$ cat src/rtl/qci_pkg.sv
// Shared widths and FSM state type for the QCI stream-gating path.
package qci_pkg;

    localparam int GATE_IDX_W  = 7;
    localparam int GATE_ID_W   = 12;
    localparam int FRAME_LEN_W = 11;
    localparam int AXIS_DATA_W = 64;
    localparam int AXIS_KEEP_W = AXIS_DATA_W / 8;

    typedef enum logic [1:0] {
        IDLE = 2'd0,
        PASS = 2'd1,
        DROP = 2'd2
    } gate_state_e;

endpackage

$ cat src/rtl/stream_gate_tbl.sv
// Per-gate state table: open flag, invalid-receive enable and latched closed flag,
// with one config write port and one decision read port.
module stream_gate_tbl
    import qci_pkg::*;
#(
    parameter int NUM_GATES = 128
) (
    input  logic                  clk,
    input  logic                  rst,
    input  logic                  cfg_wr,
    input  logic [GATE_IDX_W-1:0] cfg_gate_id,
    input  logic                  cfg_open,
    input  logic                  cfg_inv_rx_en,
    input  logic [GATE_IDX_W-1:0] dec_gate_id,
    input  logic                  drop_dec,
    output logic                  dec_open,
    output logic                  dec_closed,
    output logic [NUM_GATES-1:0]  closed_inv_rx
);

    logic [NUM_GATES-1:0] gate_open;
    logic [NUM_GATES-1:0] inv_rx_en;

    // Reads see pre-write contents, so a same-cycle cfg_wr only affects later frames.
    assign dec_open   = gate_open[dec_gate_id];
    assign dec_closed = closed_inv_rx[dec_gate_id];

    // A cfg_wr colliding with a drop on the same gate leaves the flag cleared.
    always_ff @(posedge clk or posedge rst) begin
        if (rst) begin
            gate_open     <= '1;
            inv_rx_en     <= '0;
            closed_inv_rx <= '0;
        end else begin
            if (drop_dec && inv_rx_en[dec_gate_id])
                closed_inv_rx[dec_gate_id] <= 1'b1;
            if (cfg_wr) begin
                gate_open[cfg_gate_id]     <= cfg_open;
                inv_rx_en[cfg_gate_id]     <= cfg_inv_rx_en;
                closed_inv_rx[cfg_gate_id] <= 1'b0;
            end
        end
    end

endmodule

$ cat src/rtl/stream_gate.sv
// Per-frame stream gate: passes or drops whole frames based on the gate table.
// Define STREAM_GATE_STATS_EN to add saturating pass_frames/drop_frames counters.
module stream_gate
    import qci_pkg::*;
#(
    parameter int NUM_GATES = 128
) (
    input  logic                   clk,
    input  logic                   rst,
    input  logic [AXIS_DATA_W-1:0] s_axis_tdata,
    input  logic [AXIS_KEEP_W-1:0] s_axis_tkeep,
    input  logic                   s_axis_tlast,
    input  logic                   s_axis_tvalid,
    output logic                   s_axis_tready,
    input  logic [GATE_ID_W-1:0]   gate_id_in,
    input  logic [FRAME_LEN_W-1:0] frame_len_in,
    output logic [AXIS_DATA_W-1:0] m_axis_tdata,
    output logic [AXIS_KEEP_W-1:0] m_axis_tkeep,
    output logic                   m_axis_tlast,
    output logic                   m_axis_tvalid,
    input  logic                   m_axis_tready,
    output logic [GATE_ID_W-1:0]   gate_id_out,
    output logic [FRAME_LEN_W-1:0] frame_len_out,
    input  logic                   cfg_wr,
    input  logic [GATE_IDX_W-1:0]  cfg_gate_id,
    input  logic                   cfg_open,
    input  logic                   cfg_inv_rx_en,
    output logic [NUM_GATES-1:0]   closed_inv_rx
`ifdef STREAM_GATE_STATS_EN
    ,
    output logic [31:0]            pass_frames,
    output logic [31:0]            drop_frames
`endif
);

    gate_state_e state, state_nxt;

    logic first_beat;
    logic pass_dec;
    logic load;
    logic hs;
    logic decided;
    logic fwd;
    logic dec_open;
    logic dec_closed;

    stream_gate_tbl #(
        .NUM_GATES(NUM_GATES)
    ) u_tbl (
        .clk          (clk),
        .rst          (rst),
        .cfg_wr       (cfg_wr),
        .cfg_gate_id  (cfg_gate_id),
        .cfg_open     (cfg_open),
        .cfg_inv_rx_en(cfg_inv_rx_en),
        .dec_gate_id  (gate_id_in[GATE_IDX_W-1:0]),
        .drop_dec     (decided && !pass_dec),
        .dec_open     (dec_open),
        .dec_closed   (dec_closed),
        .closed_inv_rx(closed_inv_rx)
    );

    assign first_beat    = (state == IDLE) && s_axis_tvalid;
    assign pass_dec      = dec_open && !dec_closed;
    assign load          = !m_axis_tvalid || m_axis_tready;
    assign s_axis_tready = load || (state == DROP) || (first_beat && !pass_dec);
    assign hs            = s_axis_tvalid && s_axis_tready;
    assign decided       = hs && (state == IDLE);
    // A forwarded beat always implies load, since pass beats only handshake on load.
    assign fwd           = hs && (((state == IDLE) && pass_dec) || (state == PASS));

    always_ff @(posedge clk or posedge rst) begin
        if (rst)
            state <= IDLE;
        else
            state <= state_nxt;
    end

    always_comb begin
        state_nxt = state;
        case (state)
            IDLE: if (hs && !s_axis_tlast) state_nxt = pass_dec ? PASS : DROP;
            PASS,
            DROP: if (hs && s_axis_tlast) state_nxt = IDLE;
            default: state_nxt = IDLE;
        endcase
    end

    always_ff @(posedge clk or posedge rst) begin
        if (rst) begin
            m_axis_tvalid <= 1'b0;
            m_axis_tdata  <= '0;
            m_axis_tkeep  <= '0;
            m_axis_tlast  <= 1'b0;
            gate_id_out   <= '0;
            frame_len_out <= '0;
        end else begin
            if (fwd) begin
                m_axis_tvalid <= 1'b1;
                m_axis_tdata  <= s_axis_tdata;
                m_axis_tkeep  <= s_axis_tkeep;
                m_axis_tlast  <= s_axis_tlast;
            end else if (m_axis_tready) begin
                m_axis_tvalid <= 1'b0;
            end
            if (decided && pass_dec) begin
                gate_id_out   <= gate_id_in;
                frame_len_out <= frame_len_in;
            end
        end
    end

`ifdef STREAM_GATE_STATS_EN
    always_ff @(posedge clk or posedge rst) begin
        if (rst) begin
            pass_frames <= '0;
            drop_frames <= '0;
        end else if (decided) begin
            if (pass_dec && (pass_frames != '1))
                pass_frames <= pass_frames + 32'd1;
            if (!pass_dec && (drop_frames != '1))
                drop_frames <= drop_frames + 32'd1;
        end
    end
`endif

endmodule

$ cat config.mk
export PLATFORM = sky130hd
export DESIGN_NAME = stream_gate
export DESIGN_NICKNAME = d
export VERILOG_FILES = /design/src/rtl/qci_pkg.sv /design/src/rtl/stream_gate_tbl.sv /design/src/rtl/stream_gate.sv
export SDC_FILE = /design/constraint.sdc
export NUM_CORES = 1
export LEC_CHECK = 0
export ABC_AREA = 1
export CORE_ASPECT_RATIO = 0.9
export CORE_MARGIN = 2
export CORE_UTILIZATION = 30
export CTS_CLUSTER_SIZE = 16
export DETAILED_ROUTE_END_ITERATION = 8
export PLACE_DENSITY = 0.49
export SLEW_MARGIN = 20
export SYNTH_ARGS = -nofsm -noshare
export SYNTH_HDL_FRONTEND = slang
export SYNTH_SLANG_ARGS = --single-unit
$ cat constraint.sdc
create_clock -name clk -period 55.3 [get_ports clk]
set_input_delay 16.59 -clock clk [delete_from_list [all_inputs] [get_ports clk]]
set_output_delay 16.59 -clock clk [all_outputs]
set_load 0.02 [all_outputs]
==> results.py, run 1 <==
metrics = {
    "power": {
        "clockPowerShare": 0.335,
        "power_switching_mw": 0.393,
        "power_leakage_nw": 13.3,
        "internal_power_mw": 0.784,
        "p_sw_frac": 0.334,
        "ir_drop_mv": 0.0265,
        "seq_power_share": 0.394,
        "cellPowerDensity_nw_per_um2": 40.1,
        "pwr-share-comb": 0.271,
    },
    "synthesis": {
        "synth_cells": 3019,
        "synth_edf_count": 0,
        "yosysWarnings": 0,
        "syn-cell-area_um2": 23200,
        "synth_top_family_by_area": "simple AND/OR/NAND/NOR gates",
        "synthAdderAreaFrac": 0.00162,
        "synth_cell_types": 33,
        "synth_xor_xnor_area_share": 0,
        "ys.flop_type": "dfrtp_1",
        "synthSimpleGateAreaFrac": 0.270,
        "ys_ff_latch": 483,
        "muxShareOfSynthArea": 0,
        "synth_compound_area_frac": 0.115,
        "async_flop_share": 1.00,
        "synth_nets": 3132,
        "synth.avg_cell_area_um2": 7.68,
        "ys_seq_area_frac": 0.528,
    },
    "clocking": {
        "clk_path_buf_depth": 3,
        "cts-hold-fix-buffers": 0,
        "cts_tree": "built",
        "clk_latency_ns": 0.65,
        "numCtsBuffers": 58,
        "postCtsSetupRepairBufs": 0,
        "cts_sinks": 483,
        "clk_pin_slew_ns": 0.05,
        "post_cts_resize_count": 0,
        "clockRootBuffer": "clkbuf_16",
        "h-tree-depth": 2,
    },
    "routing": {
        "viasPerCell": 4.97,
        "drt_pass1_iterations": 6,
        "antenna_left": 0,
        "first_iter_violations": 2188,
        "drc": 0,
        "vias": 21800,
        "wl_per_cell_um": 22.0,
        "wl_um": 96300,
    },
    "status": {
        "status": "finished clean",
    },
    "sta": {
        "finalSetupViolCount": 0,
        "skew_ns": 0.0374,
        "hold_viol": 0,
        "worst_slew_pin_slew_ns": 1.20,
        "fin_crit_sh": 0.670,
        "tns_ns": 0,
        "slew_viol_final": 0,
        "min_period_ns": 37.05,
        "fmax_mhz": 27.0,
        "rsz0062_at_grt": "false",
        "slew_headroom": 0.199,
    },
    "placement": {
        "gp_congestion": 0.873,
        "place_hpwl_um": 62600,
        "port_buffers": 335,
        "place_inst": 4273,
    },
    "setup_path": {
        "crit_chain": "clkdlybuf4s50_1 > buf_4 > inv_2 > nor2_4 > nand3_1 > nand2_1 > nor2_1 > nor2_1 > nor2_1 > nand2_1 > nand2_1 > nand3_1 > nor2_1 > nand2_1 > nand2_1 > nand2_1 > clkdlybuf4s50_1",
        "critPathSlowestCell": "clkdlybuf4s50_1",
        "end_kind": "primary output",
        "critPathArrivalTime_ns": 20.46,
        "cp-start-kind": "input port",
        "crit_type": "input port to primary output",
        "crit_path_frequent_cell": "nand2_1",
        "r2r_slack_ns": 51.52,
        "crit_fanout": 28,
        "crit_required_ns": 38.71,
        "slowest_delay_ns": 0.64,
    },
    "die": {
        "num_io_pins": 336,
        "die_height_um": 268,
        "start_util": 0.303,
        "die_x_um": 297,
        "fp.coreArea_um2": 76400,
        "fp-row-count": 96,
        "dieArea_um2": 79500,
    },
    "finish": {
        "drive_gt1_frac": 0.0883,
        "finalNonFillerCells": 4382,
        "most-common-layout-cells": "1046 x nand2_1, 355 x dfrtp_1, 333 x clkdlybuf4s50_1",
        "nets": 3417,
        "post-route-util": 0.384,
        "syn_to_final_growth_pct": 26.6,
        "layout_commonest_cell": "nand2_1",
    },
    "flow_run": {
        "maxCapViolations": 0,
    },
    "grt": {
        "grt_max_degree": 161,
        "antenna_found_initial": 2,
        "grt_use_total": 0.236,
        "overflow": 0,
        "grt_pass1_wl_um": 141000,
        "grt_pass1_vias": 20600,
    },
    "hold_path": {
        "hp-class": "flip-flop to flip-flop",
    },
}
## synthesized netlist by cell type (all sizes together), types with 2 or more instances
library cell | n | area, µm²
nand2 | 1052 | 3960
dfrtp | 355 | 8880
inv | 325 | 1220
nor2 | 299 | 1150
o21ai | 269 | 1350
a21oi | 181 | 906
dfstp | 128 | 3360
nand4 | 128 | 801
buf | 96 | 544
nand3 | 55 | 275
clkbuf | 49 | 184
o22ai | 43 | 269
nor3 | 12 | 60.1
clkinv | 6 | 22.5
o211ai | 6 | 45.0
ha | 3 | 37.5
o2111ai | 3 | 26.3
o31ai | 3 | 22.5
o221ai | 2 | 17.5
or2 | 2 | 12.5
## registers in the layout, indices dropped and copies added, names as in the netlist
register / count
state: 2
m_axis_tvalid: 1
u_tbl.inv_rx_en: 128
m_axis_tdata: 64
u_tbl.closed_inv_rx: 128
m_axis_tlast: 1
m_axis_tkeep: 8
frame_len_out: 11
u_tbl.gate_open: 128
gate_id_out: 12
## kinds of logic after synthesis
logic type,Yosys count
compound gates,509
fa+ha+maj,3
buf+inv,476
flops,483
simple gates,1548
## final timing paths
kind	from	endpoint	cells after the start
min reg2reg	frame_len_out[0]	frame_len_out[0]	2
min	frame_len_out[0]	frame_len_out[0]	2
max	gate_id_in[2]	s_axis_tready	17
max in group asynchronous	rst	u_tbl.closed_inv_rx[78]	4
min in group asynchronous	rst	u_tbl.inv_rx_en[42]	2
max reg2reg	u_tbl.closed_inv_rx[38]	u_tbl.closed_inv_rx[34]	17
## worst max-delay path, delay by kind of cell
kind	cells	cell delay (ns)
AND/OR/NAND/NOR	13	1.68
buffers and inverters	4	2.16
## area by class of cell
class | instances | area [µm²]
Antenna cell | 1 | 2.50
Clock buffer | 88 | 1720
Clock inverter | 20 | 223
Fill cell | 8090 | 47000
Inverter | 331 | 1250
Multi-Input combinational cell | 2060 | 8980
Sequential cell | 483 | 12200
Tap cell | 1029 | 1290
Timing Repair Buffer | 370 | 3620
## metrics by stage
step | area, µm² | setup slack, ns | hold WS, ns | total power [mW]
6_report | 29300 | 18.25 | 0.467 | 1.18
5_1_grt | 29300 | 18.20 | 0.492 | 1.23
4_1_cts | 29300 | 18.37 | 0.473 | 1.19
3_5_place_dp | 27400 | 18.35 | 0.458 | 0.789
3_3_place_gp | 27400 | 18.39 | 0.455 | 0.788
2_1_floorplan | 23200 | 20.72 | 0.446 | 0.630
## power by group through the flow
stage                     logic (mW)  registers (mW)  clock network [mW]
after global routing           0.345           0.471               0.417
after detailed placement       0.321           0.468                   0
after floorplan                0.112           0.518                   0
after global placement         0.321           0.468                   0
after CTS                      0.322           0.463               0.402
final                          0.319           0.463               0.394
## routing by layer
metal	share of wire	GRT usage
met5	0.000093	0
met4	0.028	0.0669
met3	0.074	0.0458
met2	0.46	0.370
met1	0.44	0.330
No activity file was read; power rests on OpenSTA's default activity.
==> run 2, diff against run 1 <==
==> constraint.sdc (replaced) <==
create_clock -name clk -period 37.8 [get_ports clk]
set_input_delay 11.34 -clock clk [delete_from_list [all_inputs] [get_ports clk]]
set_output_delay 11.34 -clock clk [all_outputs]
set_load 0.02 [all_outputs]
==> run 2 against run 1 <==
Compared with the run above: non-clock buffer count is 1 lower; critical path depth stayed put; via count is 0.74% lower; power is 46% higher; worst hold slack better by 0.0040 ns; die area stayed put; sequential share of layout area hardly changed; routed wire length is 0.71% lower; largest cell class unchanged.
==> results.py, run 2 (synthesis results as in run 1) <==
metrics = {
    "flow_run": {
        "maxCapViolations": 0,
    },
    "clocking": {
        "clk_latency_ns": 0.64,
        "post_cts_resize_count": 0,
        "cts_sinks": 483,
        "clk_path_buf_depth": 3,
        "clk_pin_slew_ns": 0.06,
        "clockRootBuffer": "clkbuf_16",
        "cts_tree": "built",
        "cts-hold-fix-buffers": 0,
        "postCtsSetupRepairBufs": 0,
        "h-tree-depth": 2,
        "numCtsBuffers": 57,
    },
    "setup_path": {
        "crit_path_frequent_cell": "nand2_1",
        "critPathSlowestCell": "clkdlybuf4s50_1",
        "crit_required_ns": 26.46,
        "crit_type": "input port to primary output",
        "cp-start-kind": "input port",
        "critPathArrivalTime_ns": 15.15,
        "end_kind": "primary output",
        "crit_chain": "clkdlybuf4s50_1 > buf_4 > inv_2 > nor2_4 > nand3_1 > nand2_1 > nor2_1 > nor2_1 > nor2_1 > nand2_1 > nand2_1 > nand3_1 > nor2_1 > nand2_1 > nand2_1 > nand2_1 > clkdlybuf4s50_1",
        "slowest_delay_ns": 0.65,
        "crit_fanout": 28,
    },
    "routing": {
        "viasPerCell": 4.94,
        "wl_per_cell_um": 21.8,
        "vias": 21600,
        "drc": 0,
        "first_iter_violations": 2103,
        "wl_um": 95600,
        "drt_pass1_iterations": 6,
        "antenna_left": 0,
    },
    "grt": {
        "antenna_found_initial": 1,
        "grt_max_degree": 160,
        "overflow": 0,
        "grt_use_total": 0.234,
        "grt_pass1_vias": 20800,
        "grt_pass1_wl_um": 141000,
    },
    "power": {
        "ir_drop_mv": 0.0376,
        "clockPowerShare": 0.333,
        "cellPowerDensity_nw_per_um2": 58.4,
        "power_leakage_nw": 13.3,
        "internal_power_mw": 1.15,
        "power_switching_mw": 0.568,
        "seq_power_share": 0.395,
        "p_sw_frac": 0.331,
        "pwr-share-comb": 0.272,
    },
    "sta": {
        "min_period_ns": 26.49,
        "fin_crit_sh": 0.701,
        "hold_viol": 0,
        "skew_ns": 0.0415,
        "fmax_mhz": 37.8,
        "worst_slew_pin_slew_ns": 1.18,
        "slew_viol_final": 0,
        "slew_headroom": 0.213,
        "tns_ns": 0,
        "finalSetupViolCount": 0,
        "rsz0062_at_grt": "false",
    },
    "die": {
        "num_io_pins": 336,
        "start_util": 0.303,
        "die_x_um": 297,
        "die_height_um": 268,
        "dieArea_um2": 79500,
        "fp.coreArea_um2": 76400,
        "fp-row-count": 96,
    },
    "finish": {
        "drive_gt1_frac": 0.0859,
        "layout_commonest_cell": "nand2_1",
        "reg.largest.list": "u_tbl.closed_inv_rx (128), u_tbl.gate_open (128), u_tbl.inv_rx_en (128)",
        "nets": 3415,
        "finalNonFillerCells": 4381,
        "most-common-layout-cells": "1046 x nand2_1, 355 x dfrtp_1, 333 x clkdlybuf4s50_1",
        "syn_to_final_growth_pct": 26.6,
        "post-route-util": 0.384,
    },
    "placement": {
        "place_inst": 4271,
        "port_buffers": 335,
        "place_hpwl_um": 62300,
        "gp_congestion": 0.864,
    },
    "status": {
        "status": "finished clean",
    },
    "hold_path": {
        "hp-class": "flip-flop to flip-flop",
    },
}
==> run 2: final cells by class <==
cell class / count / area (µm²)
fillers: 8059 / 47000
flip-flops and latches: 483 / 12200
multi-input cells: 2060 / 8980
repair buffers: 369 / 3650
clock buffers: 100 / 1830
well taps: 1029 / 1290
inverters: 331 / 1250
clock inverters: 8 / 93.8
diodes: 1 / 2.50
==> run 2: path summary, 6_finish.rpt <==
check	from	end	slack [ns]	depth (start not counted)
max in group asynchronous	rst	u_tbl.closed_inv_rx[10]	24.26	4
min	frame_len_out[0]	frame_len_out[0]	0.47	2
max reg2reg	u_tbl.gate_open[41]	u_tbl.closed_inv_rx[59]	33.97	18
min in group asynchronous	rst	u_tbl.inv_rx_en[43]	11.28	2
max	gate_id_in[2]	s_axis_tready	11.31	17
min reg2reg	frame_len_out[0]	frame_len_out[0]	0.47	2
==> run 2: worst max-delay path, delay by kind of cell <==
kind / cells / cell delay [ns]
buffers and inverters: 4 / 2.09
AND/OR/NAND/NOR: 13 / 1.67
==> run 2: layer usage <==
layer	GRT usage	wire, µm	part of all wire	vias up
li1	-	-	-	10200
met1	0.326	42800	0.45	10400
met2	0.373	44200	0.46	813
met3	0.0408	6240	0.065	169
met4	0.0637	2420	0.025	2
met5	0	10	0.00010	-
==> run 2: per-stage QoR <==
stage / instance area [µm²] / hold WS, ns / power (mW) / setup slack, ns
after CTS: 29300 / 0.473 / 1.73 / 11.38
after detailed placement: 27400 / 0.458 / 1.15 / 11.40
final: 29300 / 0.471 / 1.71 / 11.31
after global routing: 29300 / 0.489 / 1.79 / 11.20
after floorplan: 23200 / 0.446 / 0.922 / 13.19
after global placement: 27400 / 0.454 / 1.15 / 11.39
==> run 2: power by group through the flow <==
stage / sequential, mW / combinational, mW / clock, mW
2_1_floorplan: 0.758 / 0.164 / 0
3_3_place_gp: 0.684 / 0.469 / 0
3_5_place_dp: 0.685 / 0.469 / 0
4_1_cts: 0.677 / 0.470 / 0.579
5_1_grt: 0.689 / 0.503 / 0.601
6_report: 0.677 / 0.466 / 0.570
